`config.mk`:
```
export PLATFORM = sky130hd
export DESIGN_NAME = radix8191_digit_serializer
export DESIGN_NICKNAME = d
export VERILOG_FILES = /design/src/rtl/radix8191_digit_serializer.sv
export SDC_FILE = /design/constraint.sdc
export NUM_CORES = 1
export LEC_CHECK = 0
export ABC_AREA = 1
export CORE_ASPECT_RATIO = 0.9
export CORE_UTILIZATION = 45
export CTS_BUF_LIST = sky130_fd_sc_hd__clkbuf_8
export CTS_CLUSTER_DIAMETER = 120
export DETAILED_ROUTE_END_ITERATION = 10
export GPL_TIMING_DRIVEN = 1
export PLACE_DENSITY_LB_ADDON = 0.3
export SYNTH_ARGS = -nofsm -noshare
export SYNTH_HDL_FRONTEND = slang
export SYNTH_SLANG_ARGS = --single-unit
```
`constraint.sdc`:
```
create_clock -name clk_i -period 9.39 [get_ports clk_i]
set_clock_uncertainty 0.15 [all_clocks]
set_input_delay 1.4085 -clock clk_i [delete_from_list [all_inputs] [get_ports clk_i]]
set_output_delay 1.4085 -clock clk_i [all_outputs]
set_load 0.01 [all_outputs]
```
`src/rtl/radix8191_digit_serializer.sv`:
```
// radix8191_digit_serializer
// Splits an unsigned word into base-8191 digits, producing one digit per clock
// by repeated division. The digits are then streamed out over a valid/ready
// handshake, either least-significant first or most-significant first.
module radix8191_digit_serializer #(
  parameter int W         = 32,
  parameter bit LSD_FIRST = 1'b1
) (
  input  logic         clk_i,
  input  logic         rst_ni,
  input  logic         in_valid_i,
  output logic         in_ready_o,
  input  logic [W-1:0] in_data_i,
  output logic         out_valid_o,
  input  logic         out_ready_i,
  output logic [12:0]  out_digit_o,
  output logic [1:0]   out_idx_o,
  output logic         out_last_o,
  output logic         busy_o
);

  typedef enum logic [1:0] {
    ST_IDLE,
    ST_DIV,
    ST_EMIT
  } state_e;

  state_e      state_q, state_d;
  logic [31:0] cur_q, cur_d;
  logic [12:0] digitBuf_q [3];
  logic [12:0] digitBuf_d [3];
  logic [1:0]  n_q, n_d;
  logic [1:0]  emitCnt_q, emitCnt_d;

  logic [31:0] inWord;

  // Widen the input to the 32-bit internal datapath by padding with zeros.
  if (W < 32) begin : g_ext
    assign inWord = {{(32 - W){1'b0}}, in_data_i};
  end else begin : g_full
    assign inWord = in_data_i[31:0];
  end

  // Divide-by-8191 fold. Because 8192 is 1 modulo 8191, the high part of a
  // value can be added onto the low part without changing the residue. Three
  // folds bring the value into the range 0..8191. A result of 8191 is itself
  // a multiple of the divisor, so it becomes remainder 0 and adds one to the
  // quotient. The quotient is the sum of all the parts that were folded away.
  logic [18:0] foldHi;
  logic [19:0] foldA;
  logic [13:0] foldB;
  logic [12:0] foldC;
  logic        foldAllOnes;
  logic [12:0] divRem;
  logic [31:0] divQuo;

  assign foldHi      = cur_q[31:13];
  assign foldA       = {1'b0, foldHi} + {7'b0, cur_q[12:0]};
  assign foldB       = {7'b0, foldA[19:13]} + {1'b0, foldA[12:0]};
  assign foldC       = {12'b0, foldB[13]} + foldB[12:0];
  assign foldAllOnes = (foldC == 13'h1FFF);
  assign divRem      = foldAllOnes ? 13'd0 : foldC;
  assign divQuo      = {13'b0, foldHi} + {25'b0, foldA[19:13]}
                     + {31'b0, foldB[13]} + {31'b0, foldAllOnes};

  // Digit selection for the emit phase. The emit counter walks 0..n-1. The
  // digit index either follows the counter or runs backwards from n-1.
  logic [1:0]  lastCnt;
  logic [1:0]  selIdx;
  logic [12:0] selDigit;

  assign lastCnt = n_q - 2'd1;
  assign selIdx  = LSD_FIRST ? emitCnt_q : (lastCnt - emitCnt_q);

  // Read the buffered digit that the current emit slot refers to.
  always_comb begin
    selDigit = 13'd0;
    case (selIdx)
      2'd0:    selDigit = digitBuf_q[0];
      2'd1:    selDigit = digitBuf_q[1];
      2'd2:    selDigit = digitBuf_q[2];
      default: selDigit = 13'd0;
    endcase
  end

  // Next-state logic: accept a word, divide until the quotient is zero, then
  // hand out the digits one handshake at a time.
  always_comb begin
    state_d   = state_q;
    cur_d     = cur_q;
    n_d       = n_q;
    emitCnt_d = emitCnt_q;
    for (int k = 0; k < 3; k++) begin
      digitBuf_d[k] = digitBuf_q[k];
    end

    case (state_q)
      ST_IDLE: begin
        if (in_valid_i) begin
          state_d = ST_DIV;
          cur_d   = inWord;
          n_d     = 2'd0;
        end
      end
      ST_DIV: begin
        for (int k = 0; k < 3; k++) begin
          if (n_q == 2'(k)) begin
            digitBuf_d[k] = divRem;
          end
        end
        cur_d = divQuo;
        n_d   = n_q + 2'd1;
        if (divQuo == 32'd0) begin
          state_d   = ST_EMIT;
          emitCnt_d = 2'd0;
        end
      end
      ST_EMIT: begin
        if (out_ready_i) begin
          if (emitCnt_q == lastCnt) begin
            state_d = ST_IDLE;
          end else begin
            emitCnt_d = emitCnt_q + 2'd1;
          end
        end
      end
      default: begin
        state_d = ST_IDLE;
      end
    endcase
  end

  // State and datapath registers. Reset clears everything, which discards
  // any word that is still being divided or emitted.
  always_ff @(posedge clk_i or negedge rst_ni) begin
    if (!rst_ni) begin
      state_q   <= ST_IDLE;
      cur_q     <= 32'd0;
      n_q       <= 2'd0;
      emitCnt_q <= 2'd0;
      for (int k = 0; k < 3; k++) begin
        digitBuf_q[k] <= 13'd0;
      end
    end else begin
      state_q   <= state_d;
      cur_q     <= cur_d;
      n_q       <= n_d;
      emitCnt_q <= emitCnt_d;
      for (int k = 0; k < 3; k++) begin
        digitBuf_q[k] <= digitBuf_d[k];
      end
    end
  end

  // The outputs come straight from the registered state. While the block is
  // stalled in emit, the digit, index and last flag therefore hold their
  // values. They read as zero outside the emit phase.
  always_comb begin
    in_ready_o  = (state_q == ST_IDLE);
    busy_o      = (state_q != ST_IDLE);
    out_valid_o = 1'b0;
    out_digit_o = 13'd0;
    out_idx_o   = 2'd0;
    out_last_o  = 1'b0;
    if (state_q == ST_EMIT) begin
      out_valid_o = 1'b1;
      out_digit_o = selDigit;
      out_idx_o   = selIdx;
      out_last_o  = (emitCnt_q == lastCnt);
    end
  end

endmodule

```
==> results by stage, run 1 <==
Floorplanning:
- In this run the vertical extent of the chip is 113 um.
- The total die area is about 14000 um2.
- The I/O pin count is 55.
- The initial utilization of the core area, before any placement, comes to about 46%.
- After floorplanning, the core was divided into 40 placement rows.
- The core area is around 13000 um2.
- The horizontal extent of the die is 125 um.

Worst setup path:
- In this run the critical register-to-register path is launched from cur_q[0]$_DFFE_PN0P_.
- The number of cells on the critical path is 53.
- The number of buffers and inverters on the critical path is 6.
- Along the worst path, the maximum fanout reaches 6.
- The critical path class is register to register.
- Data on the critical path is required at its endpoint by 9.52 ns.
- The length in cells of the worst reg-to-reg path is 53.
- STA classifies the critical path startpoint as a register.
- The reg-to-reg critical path endpoint is emitCnt_q[1]$_DFFE_PN0P_.
- The start point of the critical path is cur_q[0]$_DFFE_PN0P_.
- For this run, the slowest stage of the critical path takes 0.50 ns.
- Broken down by cell family, the worst path's largest delay share belongs to simple AND/OR/NAND/NOR gates.
- Setup slack on the worst reg-to-reg path comes out at 1.30 ns.
- The worst setup path is captured at a register.
- The master of the slowest instance on the critical path is sky130_fd_sc_hd__fa_1.
- The arrival time of the worst setup path is 8.21 ns.
- The cell that appears most often on the critical path is sky130_fd_sc_hd__nand3_1.

Flow run:
- Max-cap violations in this run came to 0.

Global route:
- Global routing finished with a remaining overflow of 0.
- The initial antenna violation count is 0.
- The via count of the first global-routing pass is roughly 5600.
- Entering global routing, the biggest net connects 70 pins.
- The first global-routing pass estimated between 20000 and 30000 um of wire.
- In the global route stage, overall resource usage came out at 24.9%.

Clocking:
- The clock tree root buffer cell is sky130_fd_sc_hd__clkbuf_8.
- The number of sinks on the clock net is 77.
- TritonCTS created 9 clock buffers.
- Hold repair after CTS inserted 0 buffers.
- The number of setup buffers added after CTS is 0.
- No sink is reached through more buffers than the 2 on the longest clock path.
- The CTS tree is built.
- The latest clock arrival within the worst-skew pair is 0.39 ns.
- The number of H-tree levels is 3.
- After clock tree synthesis, the repair step resized 0 gates.
- The register clock-pin slew on the reported worst setup and hold paths is 0.08 ns.

Yosys:
- The synthesized netlist occupies a cell area of 6170 um2.
- The mean instance size in the synthesized netlist is ~6.5 um2.
- The net count after synthesis is 1025.
- Counting flops with an async set or reset pin after synthesis yields a share of 100%.
- Counting flops with a built-in enable in the synthesized netlist gives 0.
- Yosys printed 0 warnings.
- The top flip-flop cell by instance count after synthesis is sky130_fd_sc_hd__dfrtp_1.
- The distinct cell type count of the synthesized netlist is 35.
- The number of storage elements in the synthesis netlist is 77.
- The share of the yosys chip area belonging to registers is between 30% and 40%.
- The instance count of the mapped netlist is 942.
- The biggest area contributor in the post-synthesis netlist is sky130_fd_sc_hd__dfrtp_1.
- In the post-synthesis netlist, the biggest area contributors are sky130_fd_sc_hd__dfrtp_1, sky130_fd_sc_hd__nand2_1, sky130_fd_sc_hd__ha_1.
- The synthesized design devotes to its leading area cell type between 30% and 40% of total area.

Placement:
- Buffers placed on the I/O ports in this run total 54.
- At the end of routability-driven placement, the weighted congestion stood at 1.01.
- Detailed placement ended at an HPWL of 12700 um.
- Prior to clock tree synthesis, the placed netlist has a worst setup slack of ~1.4 ns.

Finish:
- The layout net count is 1070.
- The most common library cell in the layout ignoring fill and taps is sky130_fd_sc_hd__nand2_1.
- The share of cells above drive strength 1 is roughly 4.8%.
- The final antenna diode count is 0.
- Fill cells in the final layout number 1288.
- In the layout the commonest cells are sky130_fd_sc_hd__nand2_1, sky130_fd_sc_hd__inv_1, sky130_fd_sc_hd__nand3_1.
- Relative to the synthesized area, the layout overhead comes to 14.3%.

Drt:
- The total wire length after detailed routing is 16700 um.
- The final route contains a little over 6000 vias.
- In the routed layout, each cell is associated on average with a via count of between 5 and 6.
- The first detailed-routing pass ran for 7 iterations.
- The detail route stage leaves a number of antenna-violating nets equal to 0.
- The number of design-rule violations left by the first detailed-router iteration is 497.
- Dividing the detail-routed wire length by the instance count gives 14.4 um.
- For this run, design rule violations remaining after detail routing come to 0.

STA:
- Setup repair after global routing left no endpoint under its margin.
- The final cycle utilization of the critical path is 86.1%.
- Summed over all failing endpoints, the final setup total negative slack is 0 ns.
- Setup slack closes at around 1.3 ns.
- The worst path in the final design needs a cycle of 8.09 ns, including I/O delays and setup.
- The total count of hold-check failures in the final report is 0.
- Setup violations remaining at the end of the flow were counted as 0.
- Static timing analysis puts the maximum clock frequency at between 100 and 150 MHz.
- The tightest slew margin relative to the limit is between 30 and 40%.
- The total count of max-transition violations in the final report came to 0.
- For the pin with the worst max-slew slack, the measured transition is 0.992 ns.

Hold path:
- The number of instances on the worst hold path is 2.
- The worst hold path startpoint is digitBuf_q[25]$_DFFE_PN0P_.
- The endpoint with the worst hold slack is digitBuf_q[25]$_DFFE_PN0P_.
- The path class of the tightest hold or removal check is register to register.

Outcome:
- The run finished with clean final reports.
==> worst max-delay path by stage <==
stage                          endpoint
4_1_cts        emitCnt_q[1]$_DFFE_PN0P_
3_5_place_dp   emitCnt_q[1]$_DFFE_PN0P_
5_1_grt          state_q[1]$_DFFE_PN0P_
6_report       emitCnt_q[1]$_DFFE_PN0P_
2_1_floorplan  emitCnt_q[0]$_DFFE_PN0P_
3_3_place_gp   emitCnt_q[1]$_DFFE_PN0P_
==> flip-flops by register name, indices dropped and copies added, names as in the netlist <==
name	count
cur_q	32
n_q	2
emitCnt_q	2
digitBuf_q	39
state_q	2
==> routing by layer <==
layer  share of wire (%)  track usage [%]  up-vias
met3                 6.4             3.59       21
met1                  50             36.6     2826
met4                 1.7             7.48        0
li1                    -                -     3095
met2                  42             37.8      208
met5                   0                0        -
==> stage by stage <==
step / std cells / util [%] / cell area, um2 / hold slack [ns]
after global routing: 1160 / 52.7 / 7050 / 0.349
final: 1160 / 52.7 / 7050 / 0.335
after floorplan: 942 / - / 6170 / 0.299
after global placement: 1144 / 51.2 / 6840 / 0.313
after detailed placement: 1144 / 51.2 / 6840 / 0.316
after CTS: 1160 / 52.7 / 7050 / 0.338
==> tightest hold or removal path, cell delays in order (launching register included) <==
cell	delay, ns
sky130_fd_sc_hd__dfrtp_1	0.35
sky130_fd_sc_hd__nand2_1	0.05
sky130_fd_sc_hd__nand2_1	0.06
==> cells in the mapped netlist, types with 3 or more instances <==
master,count
sky130_fd_sc_hd__nand2_1,353
sky130_fd_sc_hd__inv_1,109
sky130_fd_sc_hd__nand3_1,105
sky130_fd_sc_hd__dfrtp_1,77
sky130_fd_sc_hd__nor2_1,69
sky130_fd_sc_hd__ha_1,43
sky130_fd_sc_hd__o21ai_0,28
sky130_fd_sc_hd__a21oi_1,25
sky130_fd_sc_hd__xor2_1,21
sky130_fd_sc_hd__nand4_1,18
sky130_fd_sc_hd__clkbuf_1,17
sky130_fd_sc_hd__inv_2,9
sky130_fd_sc_hd__nor3_1,8
sky130_fd_sc_hd__nand2_2,7
sky130_fd_sc_hd__nor2_2,6
sky130_fd_sc_hd__fa_1,4
sky130_fd_sc_hd__nand3_2,4
sky130_fd_sc_hd__o211ai_1,4
sky130_fd_sc_hd__o221ai_1,4
sky130_fd_sc_hd__xnor2_1,4
sky130_fd_sc_hd__a22o_1,3
sky130_fd_sc_hd__buf_1,3
sky130_fd_sc_hd__o21bai_1,3
sky130_fd_sc_hd__o22ai_1,3
==> cell type report <==
type | instances | area, um2 | area share (%)
Clock buffer | 10 | 138 | 1.95
Clock inverter | 6 | 71.3 | 1.01
Inverter | 119 | 447 | 6.34
Multi-Input combinational cell | 722 | 3690 | 52.3
Sequential cell | 77 | 1930 | 27.3
Tap cell | 168 | 210 | 2.98
Timing Repair Buffer | 58 | 568 | 8.06
==> cell families after synthesis <==
family | Yosys count | synth area share, %
buf+inv | 143 | 8.99
simple gates | 574 | 39.1
compound gates | 76 | 7.12
fa+ha+maj | 47 | 10.0
xor+xnor | 25 | 3.55
flops | 77 | 31.2
Power of run 1 is left out: the tool's default activity adds up to more than one toggle a clock period on the data nets, which glitch-free logic cannot reach.
==> run 2: changes to the inputs <==
--- a/config.mk
+++ b/config.mk
@@ -5,8 +5,6 @@
 export SDC_FILE = /design/constraint.sdc
 export NUM_CORES = 1
 export LEC_CHECK = 0
-export ABC_AREA = 1
-export CORE_ASPECT_RATIO = 0.9
 export CORE_UTILIZATION = 45
 export CTS_BUF_LIST = sky130_fd_sc_hd__clkbuf_8
 export CTS_CLUSTER_DIAMETER = 120
==> run 2 against run 1 <==
  * First-iteration DRC count decreased by 22%
  * Register-to-register slack got worse by 0.77 ns
  * Utilization increased by 0.55 points
  * Cell count decreased by 19%
  * Die area about the same
  * Critical endpoint unchanged
  * Synthesized cell count decreased by 24%
  * Sequential cell count unchanged
  * Final area increased by 0.53%
==> results by stage, run 2 <==
Global route:
- The first-pass GRT wire length was 26500 um (-5.1%).
- The all-layer global routing usage came to 23.6% (-1.3 points).
- The initial antenna violation count came to 0 (unchanged).
- The maximum number of pins on one net before global-route repair is 78 (+11%).
- The remaining global-route overflow is 0 (unchanged).
- The via count of the first global-routing pass came to 5375 (-3.9%).

Finish:
- The multi-input logic area is 4020 um2 (+9.0%).
- The filler cell count in the final layout was 1253 (-2.7%).
- The number of flip-flops under the largest register name is 39 (unchanged).
- The share of cells above drive strength 1 is 12.4% (+7.5 points).
- The register cell area after layout is 1930 um2 (unchanged).
- Leaving out fill and tap cells, the most frequent cell in the layout is sky130_fd_sc_hd__nand2_1.
- The layout net count was 837 (-22%).
- The final antenna diode count was 0 (unchanged).
- The post-layout instance area is 7090 um2 (+0.53%).
- The area growth from synthesis to layout is 14.8%.
- The library cells used most frequently in the layout, excluding fill and tap cells, are sky130_fd_sc_hd__nand2_1, sky130_fd_sc_hd__dfrtp_1, sky130_fd_sc_hd__nor2_1.
- digitBuf_q holds more flip-flops than any other register.
- In the final layout, the registers with the most flip-flops are digitBuf_q (39), cur_q (32).

Pwr:
- Power spread over the standard cell area amounts to 339 nW/um2.
- The total power after layout is 2400 uW.
- The worst vdd rail ir drop is approximately 130 uV.
- The leakage power total is 0.00317 uW.

Drt:
- The post-detailed-route DRC marker count is 0 (unchanged).
- The number of antenna-violating nets in the routed design is 0 (unchanged).
- The total via count in the routed design came to 5465 (-11%).
- The total wire length after detailed routing is 16100 um (-3.5%).
- The first-pass iteration count of the detailed router is 6 (-1).
- The post-detailed-route via-to-cell ratio was 5.84 (+10%).
- The post-detailed-route wirelength per cell came to 17.2 um (+20%).
- The number of design-rule violations left by the first detailed-router iteration is 387 (-22%).

Yosys:
- The share of async-settable or async-resettable flops after synthesis came to 100% (unchanged).
- The instance count of the mapped netlist is 715 (-24%).
- Sorting the synthesized cells by area gives the leading types as sky130_fd_sc_hd__dfrtp_1, sky130_fd_sc_hd__ha_1, sky130_fd_sc_hd__nand2_1.
- The area of the mapped netlist came to 6170 um2 (about the same).
- The distinct cell type count of the synthesized netlist came to 85 (+140%).
- The net count after synthesis is 798 (-22%).
- The number of storage elements in the synthesis netlist came to 77 (unchanged).
- The largest total area in the synthesized netlist belongs to sky130_fd_sc_hd__dfrtp_1.
- The most used flip-flop cell after synthesis is sky130_fd_sc_hd__dfrtp_1.
- The fraction of post-synthesis cell area in the top cell type by area is 31.2% (about the same).
- By instance count, the leading cell after synthesis is sky130_fd_sc_hd__nand2_1.
- Counting instances in the post-synthesis netlist gives the leading cell types as sky130_fd_sc_hd__nand2_1, sky130_fd_sc_hd__dfrtp_1, sky130_fd_sc_hd__nor2_1.
- The number of warnings reported in the yosys synthesis log is 0 (unchanged).
- The share of the yosys chip area belonging to registers is 31.2% (about the same).
- The mean instance size in the synthesized netlist was 8.63 um2 (+32%).
- The number of flops mapped to enable cells by yosys came to 0 (unchanged).

Outcome:
- The run finished with clean final reports.

STA:
- The highest clock frequency the design can meet is 113 MHz (-8.7%).
- The final cycle utilization of the critical path is 94.3% (+8.2 points).
- The transition time of the tightest slew-check pin was 1.01 ns (+0.0161 ns).
- The tightest slew margin relative to the limit is 32.5% (-1.1 points).
- The clock period minus final worst setup slack is 8.85 ns (+0.767 ns).
- The number of setup violations in the final report is 0 (unchanged).
- The total count of hold-check failures in the final report came to 0 (unchanged).
- The total count of max-transition violations in the final report is 0 (unchanged).

Hold path:
- The worst hold-check path type is register to register.
- The worst hold path startpoint is digitBuf_q[26]$_DFFE_PN0P_.
- The number of instances on the worst hold path is 2 (unchanged).
- The endpoint with the worst hold slack is digitBuf_q[26]$_DFFE_PN0P_.

Clocking:
- The latest clock arrival within the worst-skew pair is 0.37 ns (-0.02 ns).
- The maximum count of clock buffers along a single path is 2 (unchanged).
- TritonCTS built the clock tree.
- The register clock-pin slew on the reported worst setup and hold paths is 0.08 ns (about the same).
- The clock tree root buffer cell is sky130_fd_sc_hd__clkbuf_8.
- The CTS buffer count is 9 (unchanged).
- The number of sinks on the clock net is 77 (unchanged).
- The number of H-tree levels was 3 (unchanged).

Floorplanning:
- The die height came to 119 um (+5.3%).
- The horizontal extent of the die is 119 um (-5.0%).
- The total die area is 14200 um2 (about the same).
- The core area was 13300 um2 (-0.51%).
- The number of core rows is 42 (+5.0%).
- The I/O pin count is 55 (unchanged).
- The initial core utilization is 46.4% (+0.26 points).

Worst setup path:
- The length in cells of the worst reg-to-reg path was 36 (-32%).
- The largest driver fanout on the critical path is 6 (unchanged).
- The arrival time of the worst setup path is 8.92 ns (+0.71 ns).
- The category of the worst setup path launch point is a register.
- The dominant cell type by count on the critical path is sky130_fd_sc_hd__ha_1.
- The launch instance of the worst register-to-register path is cur_q[18]$_DFFE_PN0P_.
- The worst endpoint required time is 9.46 ns (-0.06 ns).
- STA classifies the critical path endpoint as a register.
- On the critical path, the stage with the largest delay is an instance of sky130_fd_sc_hd__fa_1.
- The flop-to-flop setup slack was 0.54 ns (-0.77 ns).
- The delay of the slowest cell on the worst path is 0.49 ns (about the same).
- The critical path in this run is classified as register to register.
- The worst register-to-register path ends at emitCnt_q[1]$_DFFE_PN0P_.

Flow run:
- The max-cap check violation count is 0 (unchanged).

Placement:
- The routability-driven placement congestion ratio is 0.944 (-6.7%).
- The number of port buffers is 54 (unchanged).
- The placed wire-length estimate after detailed placement is 12300 um (-2.8%).
- The post-place instance area is 6790 um2 (-0.66%).
## run 2: cell types whose count changed after synthesis, moves of 9 or more
cell	delta
sky130_fd_sc_hd__nor2_1	-9
sky130_fd_sc_hd__o21ai_2	+32
sky130_fd_sc_hd__a222oi_1	+13
sky130_fd_sc_hd__a21oi_1	+14
sky130_fd_sc_hd__nand2_1	-223
sky130_fd_sc_hd__xnor2_1	+17
sky130_fd_sc_hd__inv_1	-81
sky130_fd_sc_hd__nand3_1	-93
sky130_fd_sc_hd__a21o_1	+14
sky130_fd_sc_hd__inv_2	-9
sky130_fd_sc_hd__nand4_1	-12
sky130_fd_sc_hd__o21ai_0	+11
## run 2: kinds of logic (layout without fill, tap and decap cells)
group	after synthesis	after routing	share of synthesized area (%)
simple gates	263	263	19.9
compound gates	208	208	25.1
flops	77	77	31.2
buf+inv	63	107	4.82
xor+xnor	51	51	7.82
fa+ha+maj	47	47	10.0
mux	6	6	1.05
## run 2: layer usage
layer	GRT usage, %	routed length (um)
met2	41.4	8100
met5	0	0
met3	4.41	615
met4	10.8	563
met1	27.9	6850
## run 2: worst max-delay path by stage
stage                          start                  endpoint  slack, ns
3_3_place_gp    cur_q[0]$_DFFE_PN0P_  emitCnt_q[1]$_DFFE_PN0P_       0.49
4_1_cts         cur_q[0]$_DFFE_PN0P_  emitCnt_q[1]$_DFFE_PN0P_       0.13
6_report       cur_q[18]$_DFFE_PN0P_  emitCnt_q[1]$_DFFE_PN0P_       0.54
3_5_place_dp   cur_q[13]$_DFFE_PN0P_  emitCnt_q[1]$_DFFE_PN0P_       0.20
5_1_grt         cur_q[0]$_DFFE_PN0P_  emitCnt_q[1]$_DFFE_PN0P_      -0.03
2_1_floorplan   cur_q[0]$_DFFE_PN0P_  emitCnt_q[1]$_DFFE_PN0P_       1.15
## run 2: critical path, delay by kind of cell (launching register included)
kind                     cells  cell delay [ns]
buffers and inverters        1             0.04
XOR/XNOR                     3             0.69
adder cells (fa/ha/maj)      7             2.23
AO/OA/AOI/OAI               14             3.03
flip-flops                   1             0.42
AND/OR/NAND/NOR             11             2.11
## run 2: metrics by stage
step                hold slack (ns)  instances  setup TNS [ns]  utilization [%]  setup slack [ns]
global route                  0.355        935         -0.0298             53.3           -0.0255
global placement              0.310        917               0             51.1             0.494
finish                        0.336        935               0             53.3             0.538
CTS                           0.336        933               0             52.7             0.133
detailed placement            0.320        917               0             51.1             0.203
floorplan                     0.299        715               0                -              1.15
## run 2: final cells by class
cell class                      count  area share, %
Tap cell                          176           3.11
Timing Repair Buffer               63           8.55
Multi-Input combinational cell    575           56.7
Clock inverter                      5          0.830
Clock buffer                       11           2.14
Inverter                           28           1.48
Sequential cell                    77           27.2
## run 2: power by group
group	total [uW]	internal (uW)	switching, uW	leakage (uW)
Combinational	1550	594	952	0.00209
Sequential	592	470	122	0.000984
Clock	264	137	127	0.000102
## run 2: repair_timing
action / in CTS / in global routing
hold buffers: 0 / 0
gates resized for setup: 0 / 12
hold endpoints to repair: 0 / 0
setup buffers: 0 / 2
endpoints found under the setup margin: 0 / 10
Power figures use the tool's default switching activity.
==> run 3: changes to the inputs <==
--- a/config.mk
+++ b/config.mk
@@ -9,7 +9,6 @@
 export CTS_BUF_LIST = sky130_fd_sc_hd__clkbuf_8
 export CTS_CLUSTER_DIAMETER = 120
 export DETAILED_ROUTE_END_ITERATION = 10
-export GPL_TIMING_DRIVEN = 1
 export PLACE_DENSITY_LB_ADDON = 0.3
 export SYNTH_ARGS = -nofsm -noshare
 export SYNTH_HDL_FRONTEND = slang
==> results of run 3 <==
Final layout, timing and power as in run 2 (identical DEF).
